===== config.mk =====
export PLATFORM = sky130hd
export DESIGN_NAME = wb_gpio_flat
export DESIGN_NICKNAME = d
export VERILOG_FILES = /design/src/rtl/wb_gpio_pkg.sv /design/src/rtl/wb_gpio_if.sv /design/src/rtl/wb_gpio_sync_edge.sv /design/src/rtl/wb_gpio.sv /design/src/flat_wrapper.sv
export SDC_FILE = /design/constraint.sdc
export NUM_CORES = 1
export LEC_CHECK = 0
export CORE_AREA = 2 2 132 134
export CTS_BUF_LIST = sky130_fd_sc_hd__clkbuf_16
export CTS_CLUSTER_DIAMETER = 120
export DETAILED_ROUTE_END_ITERATION = 8
export DIE_AREA = 0 0 134 136
export GPL_TIMING_DRIVEN = 0
export HOLD_SLACK_MARGIN = 0.15
export PLACE_DENSITY = 0.64
export SYNTH_ARGS = -nofsm -noshare
export SYNTH_HDL_FRONTEND = slang
export SYNTH_HIERARCHICAL = 1
export SYNTH_SLANG_ARGS = --single-unit

===== constraint.sdc =====
create_clock -name clk_i -period 3.7 [get_ports clk_i]
set_clock_uncertainty 0.15 [all_clocks]
set_input_delay 0.74 -clock clk_i [delete_from_list [all_inputs] [get_ports clk_i]]
set_output_delay 0.74 -clock clk_i [all_outputs]
set_load 0.01 [all_outputs]

===== src/rtl/wb_gpio_pkg.sv =====
`default_nettype none
// +----------------------------------------------------------------------------+
// | Module   : gpio_pkg                                                        |
// | Purpose  : Shared register-map constants, register enum and byte-lane      |
// |            helper for the Wishbone GPIO block.                             |
// | Ports    : none (package)                                                  |
// | Revision : 1.0 - initial release                                           |
// +----------------------------------------------------------------------------+
package gpio_pkg;

  // Word offsets, decoded from adr[5:2]
  localparam logic [3:0] GPIO_DATA_OUT = 4'd0;
  localparam logic [3:0] GPIO_DIR      = 4'd1;
  localparam logic [3:0] GPIO_DATA_IN  = 4'd2;
  localparam logic [3:0] GPIO_SET      = 4'd3;
  localparam logic [3:0] GPIO_CLR      = 4'd4;
  localparam logic [3:0] GPIO_TGL      = 4'd5;
  localparam logic [3:0] GPIO_RISE_EN  = 4'd6;
  localparam logic [3:0] GPIO_FALL_EN  = 4'd7;
  localparam logic [3:0] GPIO_IRQ_PEND = 4'd8;

  typedef enum logic [3:0] {
    REG_DATA_OUT = 4'd0,
    REG_DIR      = 4'd1,
    REG_DATA_IN  = 4'd2,
    REG_SET      = 4'd3,
    REG_CLR      = 4'd4,
    REG_TGL      = 4'd5,
    REG_RISE_EN  = 4'd6,
    REG_FALL_EN  = 4'd7,
    REG_IRQ_PEND = 4'd8
  } gpio_reg_e;

  // Zero every byte of 'data' whose lane select is low.
  function automatic logic [31:0] gpio_sel_mask(input logic [31:0] data,
                                                input logic [3:0]  sel);
    logic [31:0] m;
    for (int b = 0; b < 4; b++) begin
      m[8*b +: 8] = sel[b] ? data[8*b +: 8] : 8'h00;
    end
    return m;
  endfunction

endpackage
`default_nettype wire


===== src/rtl/wb_gpio_if.sv =====
`default_nettype none
// +----------------------------------------------------------------------------+
// | Module   : wb_gpio_if                                                      |
// | Purpose  : Wishbone B4 pipelined bus bundle for the GPIO slave.            |
// | Signals  : cyc, stb, we, adr[31:0], dat_w[31:0], sel[3:0] (master->slave) |
// |            dat_r[31:0], ack, stall, err             (slave->master)        |
// | Revision : 1.0 - initial release                                           |
// +----------------------------------------------------------------------------+
interface wb_gpio_if;
  logic        cyc;
  logic        stb;
  logic        we;
  logic [31:0] adr;
  logic [31:0] dat_w;
  logic [3:0]  sel;
  logic [31:0] dat_r;
  logic        ack;
  logic        stall;
  logic        err;

  modport master (output cyc, stb, we, adr, dat_w, sel,
                  input  dat_r, ack, stall, err);
  modport slave  (input  cyc, stb, we, adr, dat_w, sel,
                  output dat_r, ack, stall, err);
endinterface
`default_nettype wire


===== src/rtl/wb_gpio_sync_edge.sv =====
`default_nettype none
// +----------------------------------------------------------------------------+
// | Module   : gpio_sync_edge                                                  |
// | Purpose  : Multi-flop input synchroniser with enabled edge detection.      |
// | Ports    : clk_i, rst_i        clock / async active-high reset             |
// |            pin_i[W]            asynchronous pin inputs                     |
// |            rise_en_i, fall_en_i per-pin edge enables                       |
// |            data_in_o[W]        synchronised pin value                      |
// |            rise_o, fall_o      single-cycle enabled edge strobes           |
// | Revision : 1.0 - initial release                                           |
// +----------------------------------------------------------------------------+
module gpio_sync_edge #(
  parameter int WIDTH       = 16,
  parameter int SYNC_STAGES = 2
) (
  input  logic             clk_i,
  input  logic             rst_i,
  input  logic [WIDTH-1:0] pin_i,
  input  logic [WIDTH-1:0] rise_en_i,
  input  logic [WIDTH-1:0] fall_en_i,
  output logic [WIDTH-1:0] data_in_o,
  output logic [WIDTH-1:0] rise_o,
  output logic [WIDTH-1:0] fall_o
);

  logic [SYNC_STAGES-1:0][WIDTH-1:0] sync_q;
  logic [WIDTH-1:0]                  prev_q;

  always_ff @(posedge clk_i or posedge rst_i) begin
    if (rst_i) begin
      sync_q <= '0;
      prev_q <= '0;
    end else begin
      sync_q[0] <= pin_i;
      for (int s = 1; s < SYNC_STAGES; s++) begin
        sync_q[s] <= sync_q[s-1];
      end
      prev_q <= sync_q[SYNC_STAGES-1];
    end
  end

  assign data_in_o = sync_q[SYNC_STAGES-1];
  // Edges are qualified by the enable in the same cycle; a disabled edge is lost.
  assign rise_o    =  data_in_o & ~prev_q & rise_en_i;
  assign fall_o    = ~data_in_o &  prev_q & fall_en_i;

endmodule
`default_nettype wire


===== src/rtl/wb_gpio.sv =====
`default_nettype none
// +----------------------------------------------------------------------------+
// | Module   : wb_gpio                                                         |
// | Purpose  : Wishbone B4 pipelined GPIO slave: output/direction registers,   |
// |            atomic set/clear/toggle, synchronised inputs, edge interrupts.  |
// | Ports    : clk_i, rst_i   clock / async active-high reset                  |
// |            wb            Wishbone slave modport (stall/err tied 0)         |
// |            gpio_i[W]     asynchronous pin inputs                           |
// |            gpio_o[W]     output data, gpio_oe_o[W] output enable           |
// |            irq_o         registered OR of pending interrupt bits           |
// | Revision : 1.0 - initial release                                           |
// +----------------------------------------------------------------------------+
module wb_gpio
  import gpio_pkg::*;
#(
  parameter int               WIDTH       = 16,  // 1..32
  parameter int               SYNC_STAGES = 2,   // >= 2
  parameter logic [WIDTH-1:0] OUT_RESET   = '0
) (
  input  logic             clk_i,
  input  logic             rst_i,
  wb_gpio_if.slave         wb,
  input  logic [WIDTH-1:0] gpio_i,
  output logic [WIDTH-1:0] gpio_o,
  output logic [WIDTH-1:0] gpio_oe_o,
  output logic             irq_o
);

  logic             w_acc, w_wr, w_rd;
  logic [3:0]       w_idx;
  logic [31:0]      w_wdat_full, w_bmask_full, w_rdat;
  logic [WIDTH-1:0] w_wdat, w_bmask, w_w1c;
  logic [WIDTH-1:0] w_data_in, w_rise, w_fall;

  logic [WIDTH-1:0] dout_q, dout_d, dir_q, dir_d;
  logic [WIDTH-1:0] rise_en_q, rise_en_d, fall_en_q, fall_en_d;
  logic [WIDTH-1:0] pend_q, pend_d;
  logic             ack_q, irq_q;
  logic [31:0]      rdat_q;

  // Stall is never raised, so every cyc&stb cycle is an accepted access.
  assign w_acc = wb.cyc & wb.stb;
  assign w_wr  = w_acc &  wb.we;
  assign w_rd  = w_acc & ~wb.we;
  assign w_idx = wb.adr[5:2];

  assign w_wdat_full  = gpio_sel_mask(wb.dat_w, wb.sel);
  assign w_bmask_full = gpio_sel_mask(32'hFFFF_FFFF, wb.sel);
  assign w_wdat       = w_wdat_full[WIDTH-1:0];
  assign w_bmask      = w_bmask_full[WIDTH-1:0];

  // Only adr[5:2] selects a register; the crossbar has already decoded the rest.
  logic unused_adr;
  assign unused_adr = ^{wb.adr[31:6], wb.adr[1:0]};

  if (WIDTH < 32) begin : g_unused_hi
    logic unused_hi;
    assign unused_hi = ^{w_wdat_full[31:WIDTH], w_bmask_full[31:WIDTH]};
  end

  gpio_sync_edge #(
    .WIDTH       (WIDTH),
    .SYNC_STAGES (SYNC_STAGES)
  ) u_sync_edge (
    .clk_i     (clk_i),
    .rst_i     (rst_i),
    .pin_i     (gpio_i),
    .rise_en_i (rise_en_q),
    .fall_en_i (fall_en_q),
    .data_in_o (w_data_in),
    .rise_o    (w_rise),
    .fall_o    (w_fall)
  );

  always_comb begin
    dout_d    = dout_q;
    dir_d     = dir_q;
    rise_en_d = rise_en_q;
    fall_en_d = fall_en_q;
    w_w1c     = '0;
    if (w_wr) begin
      case (w_idx)
        GPIO_DATA_OUT: dout_d    = (dout_q    & ~w_bmask) | w_wdat;
        GPIO_DIR:      dir_d     = (dir_q     & ~w_bmask) | w_wdat;
        GPIO_SET:      dout_d    = dout_q |  w_wdat;
        GPIO_CLR:      dout_d    = dout_q & ~w_wdat;
        GPIO_TGL:      dout_d    = dout_q ^  w_wdat;
        GPIO_RISE_EN:  rise_en_d = (rise_en_q & ~w_bmask) | w_wdat;
        GPIO_FALL_EN:  fall_en_d = (fall_en_q & ~w_bmask) | w_wdat;
        GPIO_IRQ_PEND: w_w1c     = w_wdat;
        default:       ;
      endcase
    end
    // A new edge in the same cycle as its clear keeps the bit set.
    pend_d = (pend_q & ~w_w1c) | w_rise | w_fall;
  end

  always_comb begin
    w_rdat = '0;
    case (w_idx)
      GPIO_DATA_OUT: w_rdat[WIDTH-1:0] = dout_q;
      GPIO_DIR:      w_rdat[WIDTH-1:0] = dir_q;
      GPIO_DATA_IN:  w_rdat[WIDTH-1:0] = w_data_in;
      GPIO_RISE_EN:  w_rdat[WIDTH-1:0] = rise_en_q;
      GPIO_FALL_EN:  w_rdat[WIDTH-1:0] = fall_en_q;
      GPIO_IRQ_PEND: w_rdat[WIDTH-1:0] = pend_q;
      default:       w_rdat = '0;
    endcase
  end

  always_ff @(posedge clk_i or posedge rst_i) begin
    if (rst_i) begin
      dout_q    <= OUT_RESET;
      dir_q     <= '0;
      rise_en_q <= '0;
      fall_en_q <= '0;
      pend_q    <= '0;
      ack_q     <= 1'b0;
      rdat_q    <= '0;
      irq_q     <= 1'b0;
    end else begin
      dout_q    <= dout_d;
      dir_q     <= dir_d;
      rise_en_q <= rise_en_d;
      fall_en_q <= fall_en_d;
      pend_q    <= pend_d;
      ack_q     <= w_acc;
      // Data bus is held at zero outside read acks.
      rdat_q    <= w_rd ? w_rdat : 32'd0;
      irq_q     <= |pend_q;
    end
  end

  assign wb.ack    = ack_q;
  assign wb.dat_r  = rdat_q;
  assign wb.stall  = 1'b0;
  assign wb.err    = 1'b0;
  assign gpio_o    = dout_q;
  assign gpio_oe_o = dir_q;
  assign irq_o     = irq_q;

endmodule
`default_nettype wire


===== src/flat_wrapper.sv =====
// flat-port wrapper written by rule: the top's interface ports become plain ports
module wb_gpio_flat import gpio_pkg::*;
#(
  parameter int               WIDTH       = 16,          
  parameter int               SYNC_STAGES = 2,          
  parameter logic [WIDTH-1:0] OUT_RESET   = '0
)
  (clk_i, rst_i, gpio_i, gpio_o, gpio_oe_o, irq_o, wb_cyc, wb_stb, wb_we, wb_adr, wb_dat_w, wb_sel, wb_dat_r, wb_ack, wb_stall, wb_err);
  wb_gpio_if wb_i ();
  input  logic clk_i;
  input  logic rst_i;
  input  logic [WIDTH-1:0] gpio_i;
  output logic [WIDTH-1:0] gpio_o;
  output logic [WIDTH-1:0] gpio_oe_o;
  output logic irq_o;
  input wire logic [$bits(wb_i.cyc)-1:0] wb_cyc;
  input wire logic [$bits(wb_i.stb)-1:0] wb_stb;
  input wire logic [$bits(wb_i.we)-1:0] wb_we;
  input wire logic [$bits(wb_i.adr)-1:0] wb_adr;
  input wire logic [$bits(wb_i.dat_w)-1:0] wb_dat_w;
  input wire logic [$bits(wb_i.sel)-1:0] wb_sel;
  output wire logic [$bits(wb_i.dat_r)-1:0] wb_dat_r;
  output wire logic [$bits(wb_i.ack)-1:0] wb_ack;
  output wire logic [$bits(wb_i.stall)-1:0] wb_stall;
  output wire logic [$bits(wb_i.err)-1:0] wb_err;
  assign wb_i.cyc = wb_cyc;
  assign wb_i.stb = wb_stb;
  assign wb_i.we = wb_we;
  assign wb_i.adr = wb_adr;
  assign wb_i.dat_w = wb_dat_w;
  assign wb_i.sel = wb_sel;
  assign wb_dat_r = wb_i.dat_r;
  assign wb_ack = wb_i.ack;
  assign wb_stall = wb_i.stall;
  assign wb_err = wb_i.err;
  wb_gpio #(.WIDTH(WIDTH), .SYNC_STAGES(SYNC_STAGES), .OUT_RESET(OUT_RESET)) u_core (.clk_i(clk_i), .rst_i(rst_i), .wb(wb_i), .gpio_i(gpio_i), .gpio_o(gpio_o), .gpio_oe_o(gpio_oe_o), .irq_o(irq_o));
endmodule

After elaboration in Yosys (flattened, before gate mapping) --
Index checks and enable logic that the tools add are counted.
Storage, ports and cells: register bits after elaboration 162, output and inout port bits 68, word-level logic and storage cells 62
Cells by class: equal/unequal tests 8, multiplexer cells 9, bitwise gates (word level) 27, reductions and logical operators 7
Operators by type and width (count):
- $and A16 B16 Y16 | 10
- $or A16 B16 Y16 | 7
- $pmux W16 S6 | 1
- $not A16 Y16 | 5
- $pmux W16 S4 | 1
- $mux W16 | 3
- $mux W8 | 4
- $eq A4 B3 Y1 const B | 4
- $reduce_or A16 Y1 | 1
- $xor A16 B16 Y16 | 1
- $eq A4 B2 Y1 const B | 2
- $reduce_and A2 Y1 | 4
- $eq A4 B1 Y1 const B | 1
- $eq A4 B4 Y1 const B | 1
- $logic_not A4 Y1 | 1
- $reduce_bool A4 Y1 | 1
- $and A1 B1 Y1 | 3
- $not A1 Y1 | 1

Longest topological paths before layout --
word-level depth 7, depth in mapped cells 7, gate-level depth less buffers 5

Hierarchy --
The synthesis kept the hierarchy.
Modules (own cells, without submodules):
- wb_gpio | times used 1, cells an instance 431, area each 5034.8 µm², sequential area each 2452.4 µm²
- gpio_sync_edge | times used 1, cells an instance 97, area each 1605.3 µm², sequential area each 1201.2 µm²

Worst setup path before layout --
OpenSTA, ideal clock, no wires.
path kind input -> register, from input wb_adr[2], to register u_core.pend_q[5], setup time 0.124 ns, arrival 2.075 ns, data required time 3.426 ns, setup slack 1.352 ns, cell stages on the path 7, cells stage by stage buf_2 -> nor4b_4 -> and2b_1 -> buf_4 -> buf_6 -> nand3_1 -> a211o_1
Between the ends: longest elaborated chain between the ends 7
Ends and longest elaborated chain:
- from (decl) | line flat_wrapper.sv:19 | input wire logic [$bits(wb_i.adr)-1:0] wb_adr;
- $eq A4 B4 Y1 | line wb_gpio.sv:82 | case (w_idx)
- $mux W16 | line wb_gpio.sv:82
- $mux W16 | line wb_gpio.sv:81 | if (w_wr) begin
- $not A16 Y16 | line wb_gpio.sv:95 | pend_d = (pend_q & ~w_w1c) | w_rise | w_fall;
- $and A16 B16 Y16 | line wb_gpio.sv:95
- $or A16 B16 Y16 (2 in series) | line wb_gpio.sv:95
- net u_core.pend_d[5] | line wb_gpio.sv:37 | logic [WIDTH-1:0] pend_q, pend_d;
- to (signal assigned) | line wb_gpio.sv:126 | pend_q <= pend_d;
- to (decl) | line wb_gpio.sv:37
The timed path passes the listed nets, and every way through them passes these cells. A chain may end at the register's enable or synchronous reset.

Worst setup path after layout --
from input wb_adr[4], to register u_core.rdat_q[9], in the netlist u_core/wb.dat_r[9]
Between the ends: longest elaborated chain between the ends 3, elaborated cells on any way between the ends 8, classes of those cells 5 x eq/ne; 2 x mux; 1 x reduce/logical
Ends and longest elaborated chain:
- $eq A4 B4 Y1, or another cell as far along | line wb_gpio.sv:100 | case (w_idx)
- $pmux W16 S6 * | line wb_gpio.sv:100
- $mux W16 * | line wb_gpio.sv:129 | rdat_q <= w_rd ? w_rdat : 32'd0;
- to (signal assigned) | line wb_gpio.sv:129
- to (decl) | line wb_gpio.sv:39 | logic [31:0] rdat_q;
Every way passes the cells marked *; elsewhere a longest branch is shown, timed or not.

==> results_dict.tcl <==
set metrics [dict create \
    via_count 4940 \
    post-route-cell-area_um2 8498 \
    num_rows 48 \
    numCtsBuffers 17 \
    worstPathMaxFanout 10 \
    cap_violations 0 \
    synth-warning-count 6 \
    detail_route.wl_per_cell_um 21.25 \
    gr-usage-met1_pct 27.35 \
    vdd.ir_drop.worst_uv 333.9 \
    global_route.overflow_total 0 \
    worst-endpoint-required_ns 3.89 \
    first_pass_grt_wire_length_um 29220 \
    fin_util_pct 50.36 \
    floorplan.core_area_um2 16880 \
    post_layout_nonfiller_instances 891 \
    postPlaceCellArea_um2 7926 \
    hold-path-cell-count 0 \
    mean_cell_area_of_the_mapped_netlist_um2 12.58 \
    pwr-share-clk_pct 39.4 \
    status "complete, no violations" \
    cts_resized 0 \
    setup.worst_path.end_class "flip-flop" \
    busiest_layer "met2" \
    die_h_um 136 \
    worst_hold_startpoint "u_core/u_sync_edge/sync_q[14]" \
    final_max_slew_viol_count 0 \
    final_cell_mix "146 x sky130_fd_sc_hd__dfrtp_1, 89 x sky130_fd_sc_hd__clkdlybuf4s50_1, 55 x sky130_fd_sc_hd__mux2_2, 42 x sky130_fd_sc_hd__nand2_1, 37 x sky130_fd_sc_hd__buf_4" \
    crit_path_start_kind "input pin" \
    clock_path_buffers 2 \
    chipWidth_um 134 \
    yosysSeqAreaShare_pct 55.02 \
    worstSkewPairLatency_ns 0.42 \
    pin_count_of_the_biggest_net_entering_global_routing 71 \
    setup_viol 0 \
    routed_via_density 5.544 \
    crit_path_start "wb_adr[4]" \
    critical_path_arrival_ns 3.23 \
    synthCells 528 \
    grt.met3_usage_pct 5.556 \
    floorplan.initialDensity_pct 39.35 \
    area_growth_syn_to_layout_pct 27.98 \
    drt_first_pass_iters 6 \
    nFillCells 1470 \
    rrSetupSlack_ns 2.18 \
    cts_max_level 4 \
    leak_nw 3.868 \
    drtAntennaViolNets 0 \
    insertedDiodeCount 0 \
    cts_hold_buf 0 \
    drt_drc_violations_left 0 \
    worstSetupPathType "input pin to flip-flop" \
    worst_slew_pin_slew_ns 1.399 \
    clock-root-buffer "sky130_fd_sc_hd__clkbuf_16" \
    placed_cells_incl_taps 861 \
    die_area_um2 18220 \
    finalCritPeriodShare_pct 82.37 \
    via_count_of_the_first_global_routing_pass 5123 \
    layout.nets 760 \
    routabilityCongestion 0.9229 \
    multiInputGateArea_um2 2651 \
    power.share.combinational_pct 14.5 \
    power_mw 4.277 \
    finalHoldViolations 0 \
    synthesis.area_um2 6640 \
    totalWireLength_um 18930 \
    netlist_top_cells_area "sky130_fd_sc_hd__dfrtp_1 55%, sky130_fd_sc_hd__mux2_2 9.3%, sky130_fd_sc_hd__and3b_1 4.4%" \
    yosysTopAreaCellShare_pct 55.02 \
    clkSinkCount 146 \
    power-per-cell-area_nw_per_um2 503.3 \
    share_seq_of_total_power_pct 46.1 \
    net-switching-power_mw 1.113 \
    layout_cell_share_with_drive_strength_beyond_1_pct 21.77 \
    buffer_ports.inserted 89 \
    fin_tns_setup_ns 0 \
    io-pin-count 157 \
    r2r_end "u_core/wb.dat_r[1]" \
    drt-initial-drc-count 520 \
    tritoncts "yes" \
    regArea_um2 3654 \
    achievable-frequency_mhz 328.1 \
    async_flop_share_pct 100.0 \
    synth.ff_latch_count 146 \
    post-route-min-period_ns 3.048 \
    synth-edff-count 0 \
    post_cts.repair.setup_buffers 0 \
    grt_usage_pct 21.40 \
    synth_ff_type "sky130_fd_sc_hd__dfrtp_1" \
    cell_internal_pwr_mw 3.164 \
    r2r_cells 4 \
    crit_path_end "u_core/wb.dat_r[9]" \
    yosys.cell_types.count 45 \
    cts.reportedPaths.clkPinSlew_ns 0.06 \
    synth_area_leader_cell "sky130_fd_sc_hd__dfrtp_1" \
    place_hpwl_um 12860 \
    grt_setup_unrepaired "false" \
    globalRouteMet2Util_pct 34.90 \
    hold_path_class "flip-flop to flip-flop" \
    regToRegStartpoint "u_core/u_sync_edge/data_in_o[1]" \
    slew_headroom_pct 5.947 \
    most_common_cell_after_layout_fill_and_taps_aside "sky130_fd_sc_hd__dfrtp_1" \
    grt_antenna_before_repair 0 \
    p_sw_share_pct 26.02 \
]
[per-layer routing]
layer	vias to the layer above	share of wire, %
met1	2470	42
met4	0	2.8
met5	-	0
li1	2193	-
met2	234	48
met3	43	6.8
[power by group through the flow]
stage                     clock (mW)  sequential, mW  combinational (mW)
after CTS                       1.71            1.96               0.620
after detailed placement           0            1.99               0.613
after global placement             0            1.98               0.585
after global routing            1.78            1.99               0.674
final                           1.69            1.97               0.618
after floorplan                    0            1.94               0.336
[worst min-delay path by stage]
stage	to	slack, ns
2_1_floorplan	u_core/u_sync_edge/data_in_o[0]	0.18
3_5_place_dp	u_core/u_sync_edge/data_in_o[11]	0.18
5_1_grt	u_core/u_sync_edge/data_in_o[0]	0.20
6_report	u_core/u_sync_edge/data_in_o[14]	0.20
3_3_place_gp	u_core/u_sync_edge/data_in_o[0]	0.18
4_1_cts	u_core/u_sync_edge/data_in_o[3]	0.20
[logic make-up after synthesis]
group	share of synthesized area, %
buffers and inverters	6.011
adder cells (fa/ha/maj)	3.015
AND/OR/NAND/NOR	12.81
AO/OA/AOI/OAI	12.42
other	0.05647
flip-flops	55.02
multiplexers	10.53
XOR/XNOR	0.1319
[final cells by class]
type	count	share of cell area, %
Tap cell	225	3.313
Multi-Input combinational cell	335	31.20
Buffer	61	4.564
Sequential cell	146	42.99
Clock inverter	13	1.723
Inverter	3	0.1620
Clock buffer	17	5.006
Timing Repair Buffer	91	11.04
[worst max-delay path: stages]
cell and delay (ns):
sky130_fd_sc_hd__clkdlybuf4s50_1 0.55, sky130_fd_sc_hd__nor2_1 0.21, sky130_fd_sc_hd__and3_1 0.17, sky130_fd_sc_hd__clkbuf_1 0.40, sky130_fd_sc_hd__clkbuf_1 0.71, sky130_fd_sc_hd__a22oi_1 0.22
sky130_fd_sc_hd__a21oi_1 0.23
[metrics by stage]
step           worst slack (ns)  hold slack (ns)
2_1_floorplan            0.2479           0.1812
3_3_place_gp             -1.361           0.1814
3_5_place_dp             0.2407           0.1847
4_1_cts                  0.6739           0.1977
5_1_grt                  0.5962           0.2032
6_report                 0.6523           0.1954
[Yosys cell counts, types with 10 or more instances]
cell	n
sky130_fd_sc_hd__dfrtp_1	146
sky130_fd_sc_hd__mux2_2	55
sky130_fd_sc_hd__nand2_1	42
sky130_fd_sc_hd__buf_4	37
sky130_fd_sc_hd__and3b_1	33
sky130_fd_sc_hd__nand3_1	20
sky130_fd_sc_hd__a211o_1	16
sky130_fd_sc_hd__a21oi_1	16
sky130_fd_sc_hd__a32o_1	16
sky130_fd_sc_hd__ha_1	16
sky130_fd_sc_hd__o221ai_1	16
sky130_fd_sc_hd__nor2_1	13
sky130_fd_sc_hd__clkbuf_1	11
sky130_fd_sc_hd__buf_2	10
Note: power is estimated with default switching activity, not from simulation.
